### config.mk
export PLATFORM = sky130hd
export DESIGN_NAME = dm_store_buffer
export DESIGN_NICKNAME = d
export VERILOG_FILES = /design/src/rtl/dm_store_buffer.sv
export SDC_FILE = /design/constraint.sdc
export NUM_CORES = 1
export LEC_CHECK = 0
export ABC_AREA = 0
export BUFFER_PORTS_ARGS = -buffer_cell sky130_fd_sc_hd__clkbuf_2
export CAP_MARGIN = 15
export CORE_MARGIN = 10
export CORE_UTILIZATION = 52
export DETAILED_ROUTE_END_ITERATION = 6
export GPL_TIMING_DRIVEN = 0
export PLACE_DENSITY = 0.73
export SYNTH_ARGS = -nofsm -noshare
export SYNTH_HDL_FRONTEND = slang
export SYNTH_SLANG_ARGS = --single-unit
### constraint.sdc
create_clock -name clk -period 4.4 [get_ports clk]
set_input_delay 0.22 -clock clk [delete_from_list [all_inputs] [get_ports clk]]
set_output_delay 0.22 -clock clk [all_outputs]
set_load 0.01 [all_outputs]
### src/rtl/dm_store_buffer.sv
// Posted-store FIFO between the memory stage and data memory.
// Stores are queued and retired oldest-first, one per cycle when drain_en allows.
// Loads that hit a pending store's word are stalled until that store retires.
module dm_store_buffer #(
  parameter int unsigned DEPTH = 4,
  parameter int unsigned PTR_W = 2
) (
  input  logic             clk,
  input  logic             reset,
  input  logic             st_valid,
  output logic             st_ready,
  input  logic             st_byte,
  input  logic [31:0]      st_addr,
  input  logic [31:0]      st_data,
  input  logic [31:0]      st_pc,
  input  logic             ld_valid,
  input  logic [31:0]      ld_addr,
  output logic             ld_stall,
  input  logic             drain_en,
  output logic             dm_MemWrite,
  output logic             dm_sb_sel,
  output logic [31:0]      dm_Addr,
  output logic [31:0]      dm_Din,
  output logic [31:0]      dm_Pc,
  output logic             empty,
  output logic [PTR_W:0]   count
);

  localparam logic [PTR_W:0] FullCount = (PTR_W + 1)'(DEPTH);

  logic             byte_q [DEPTH];
  logic [31:0]      addr_q [DEPTH];
  logic [31:0]      data_q [DEPTH];
  logic [31:0]      pc_q   [DEPTH];
  logic [DEPTH-1:0] valid_q;
  logic [PTR_W-1:0] head_q, tail_q;
  logic [PTR_W:0]   count_q;

  logic push, pop, hit;

  // Handshake and drain qualifiers; both suppressed while reset is held low.
  always_comb begin
    empty    = (count_q == '0);
    count    = count_q;
    st_ready = reset && (count_q != FullCount);
    push     = st_valid && st_ready;
    pop      = reset && drain_en && !empty;
  end

  // DM port is driven straight from the head entry; zeroed when nothing is pending.
  always_comb begin
    dm_MemWrite = pop;
    dm_sb_sel   = 1'b0;
    dm_Addr     = '0;
    dm_Din      = '0;
    dm_Pc       = '0;
    if (!empty) begin
      dm_sb_sel = byte_q[head_q];
      dm_Addr   = addr_q[head_q];
      dm_Din    = data_q[head_q];
      dm_Pc     = pc_q[head_q];
    end
  end

  // Word-granular hazard check against every pending entry; the incoming store is excluded.
  always_comb begin
    hit = 1'b0;
    for (int unsigned i = 0; i < DEPTH; i++) begin
      if (valid_q[PTR_W'(i)] && (addr_q[PTR_W'(i)][31:2] == ld_addr[31:2])) begin
        hit = 1'b1;
      end
    end
    ld_stall = reset && ld_valid && hit;
  end

  // Pointer, count and entry storage; reset discards any pending or in-flight store.
  always_ff @(posedge clk) begin
    if (!reset) begin
      head_q  <= '0;
      tail_q  <= '0;
      count_q <= '0;
      valid_q <= '0;
    end else begin
      if (push) begin
        byte_q[tail_q]  <= st_byte;
        addr_q[tail_q]  <= st_addr;
        data_q[tail_q]  <= st_data;
        pc_q[tail_q]    <= st_pc;
        valid_q[tail_q] <= 1'b1;
        tail_q          <= tail_q + PTR_W'(1);
      end
      // head and tail only coincide when empty or full, so push and pop never share a slot
      if (pop) begin
        valid_q[head_q] <= 1'b0;
        head_q          <= head_q + PTR_W'(1);
      end
      unique case ({push, pop})
        2'b10:   count_q <= count_q + (PTR_W + 1)'(1);
        2'b01:   count_q <= count_q - (PTR_W + 1)'(1);
        default: count_q <= count_q;
      endcase
    end
  end

endmodule

==> impl_metrics.tcl <==
set metrics [dict create \
    cp-startpoint "count[0]" \
    yosysSeqAreaShare_pct 71.3 \
    clock_skew_ns 0.0209 \
    final_nets 1367 \
    reg2reg_setup_slack_ns 1.77 \
    crit_fanout 10 \
    cap_violations 0 \
    cp.depth 5 \
    grt_util_all_layers_pct 19.8 \
    cp-endpoint "dm_Addr[7]" \
    drt-initial-drc-count 559 \
    grt_pass1_wl_mm 58.6 \
    place_hpwl_mm 26.3 \
    place.gp.congestion 0.845 \
    status "complete, no violations" \
    cts_tree "done" \
    cts_buffers 41 \
    r2r_cells 10 \
    synth.avg_cell_area_um2 19.4 \
    p_leak_nw 7.04 \
    path_class "reg2out" \
    ys_seq_elements 401 \
    htree_levels 2 \
    fin_crit_sh_pct 65.0 \
    drt_first_pass_iters 4 \
    die_h_um 199 \
    syn-cell-area_um2 16700 \
    clock_latency_ns 0.53 \
    final_cells 1658 \
    vias_per_cell 5.57 \
    critPathBufInv 3 \
    drc 0 \
    rsz0062_at_grt "false" \
    synthCells 862 \
    cts_root_buffer "clkbuf_16" \
    vias 9231 \
    grt_start_max_net_pins 57 \
    grt_pass1_vias 9897 \
    clock-sinks 401 \
    place_inst 1485 \
    setup_viol 0 \
    slew_headroom_pct 41.5 \
    hold_path.class "in2reg" \
    fillers 2160 \
    critPathArrivalTime_ns 2.64 \
    worstPathCellList "nor3_4 -> clkbuf_1 -> buf_2 -> nor2b_1 -> clkbuf_2" \
    yosysUniqueCellTypes 32 \
    syn_nets 1006 \
    post-route-min-period_ns 2.86 \
    start_util_pct 52.8 \
    worst_slew_pin_slew_ns 0.877 \
    ys.flop_type "edfxtp_1" \
    synthArstFlopShare_pct 0 \
    maxSlewViolCount 0 \
    wl_per_cell_um 23.6 \
    cp-start-kind "flop" \
    final_layout_size_suffix_gt1_share_pct 31.9 \
    hold_buffers 97 \
    hold_viol_final 0 \
    die_area_um2 39700 \
    vdd_drop_max_mv 0.409 \
    antenna_found_initial 7 \
    crit_path_end_kind "primary output" \
    timing.rr.end "count[2]" \
    ctsResizeCount 0 \
    area_growth_syn_to_layout_pct 23.8 \
    crit_family "buffers and inverters" \
    ios 238 \
    cp_slowest_cell "nor3_4" \
    power_density_nw_per_um2 433 \
    synth_edf_count 388 \
    core.rowCount 65 \
    grt-ovfl-total 0 \
    drtAntennaViolNets 0 \
    fmax_mhz 350 \
    io_buffers 217 \
    timing.rr.start "count[0]" \
    finalWirelength_mm 39.2 \
    die_w_um 199 \
    yosys_warnings 0 \
    postCtsSetupRepairBufs 0 \
    fp.coreArea_um2 31600 \
    slowest_delay_ns 0.61 \
    clockBufferDepth 3 \
    cts.clk_slew.worst_paths_ns 0.06 \
    crit_required_ns 4.18 \
    postLayoutCoreUtil_pct 65.4 \
]
==> routing by layer <==
metal,GRT usage [%],part of all wire (%)
met5,0,0.033
met4,5.99,2.4
met3,4.37,8.0
met2,32.3,49
met1,26.0,41
==> flip-flops by register name, indices dropped and copies added (netlist names), named ones only <==
signal,cells
valid_q,4
count,3
head_q,2
pc_q,128
byte_q,4
tail_q,2
addr_q,128
data_q,128
==> synth_stat cells (8+ instances only) <==
master | count | area, µm²
ha_1 | 9 | 113
edfxtp_1 | 388 | 11700
xor2_1 | 46 | 403
xnor2_1 | 78 | 683
nand4_1 | 24 | 150
clkbuf_1 | 32 | 120
nor4_1 | 16 | 100
inv_1 | 8 | 30.0
dfxtp_1 | 13 | 260
nor2b_1 | 98 | 613
mux4_2 | 97 | 2180
==> logic make-up after synthesis <==
kind of cell | Yosys count | share of synthesized area [%]
DFF | 401 | 71.3
and+or+nand+nor | 159 | 5.83
xor gates and xnor gates | 124 | 6.50
muxes | 98 | 13.1
buffers and inverters | 60 | 1.97
AOI/OAI and AO/OA | 10 | 0.464
adders and majority gates | 10 | 0.794
==> layout make-up <==
class	instances	area, µm²	share of cell area [%]
tap	402	503	2.43
buffer	51	295	1.43
clock inverter	18	161	0.780
multi-input combinational	401	4490	21.7
inverter	9	33.8	0.163
timing repair buffer	318	2170	10.5
clock buffer	52	1120	5.40
sequential	401	11900	57.6
antenna	6	15.0	0.0726
==> worst min path at each step <==
| stage | start | end | slack (ns) | cells after the start |
|---|---|---|---|---|
| after floorplan | st_addr[0] | addr_q[0][0] | 0.32 | 0 |
| after global placement | st_pc[19] | pc_q[3][19] | 0.44 | 1 |
| after detailed placement | st_pc[11] | pc_q[3][11] | 0.44 | 1 |
| after CTS | reset | valid_q[1] | 0.01 | 2 |
| after global routing | reset | valid_q[1] | 0.03 | 2 |
| final | reset | valid_q[2] | 0.04 | 2 |
==> per-stage QoR <==
step	cell area, µm²	TNS (ns)	hold WS (ns)	total power (W)	worst slack [ns]
6_report	20700	0	0.0404	0.00896	1.54
5_1_grt	20700	0	0.0302	0.00928	1.37
4_1_cts	20700	0	0.0113	0.00904	1.40
3_5_place_dp	18400	0	0.442	0.00571	1.73
3_3_place_gp	18300	-440.74	0.436	0.00569	-1.18
2_1_floorplan	16700	0	0.319	0.00520	0.559
==> power breakdown <==
| group | internal (W) | total [W] | leakage (nW) | switching (W) |
|---|---|---|---|---|
| logic | 0.000617 | 0.00133 | 2.79 | 0.000714 |
| registers | 0.00431 | 0.00435 | 3.63 | 0.0000422 |
| clock network | 0.00191 | 0.00327 | 0.619 | 0.00136 |
==> placed cells by master (no fill, tap or decap), types with 2 or more instances in the layout <==
| cell | instances |
|---|---|
| edfxtp_1 | 388 |
| clkbuf_2 | 217 |
| nor2b_1 | 98 |
| mux4_2 | 97 |
| dlygate4sd3_1 | 97 |
| xnor2_1 | 78 |
| xor2_1 | 46 |
| clkbuf_16 | 41 |
| clkbuf_1 | 38 |
| nand4_1 | 24 |
| nor4_1 | 16 |
| dfxtp_1 | 13 |
| ha_1 | 9 |
| inv_1 | 8 |
| clkinv_1 | 8 |
| buf_2 | 7 |
| nor2_1 | 7 |
| diode_2 | 6 |
| buf_4 | 6 |
| nand2_1 | 6 |
| clkbuf_8 | 5 |
| buf_12 | 4 |
| and3_4 | 4 |
| o211a_1 | 4 |
| buf_16 | 4 |
| clkinv_2 | 3 |
| a21oi_1 | 2 |
| clkinv_8 | 2 |
| bufinv_16 | 2 |
| clkinvlp_4 | 2 |
(Power assumes the default switching activity.)
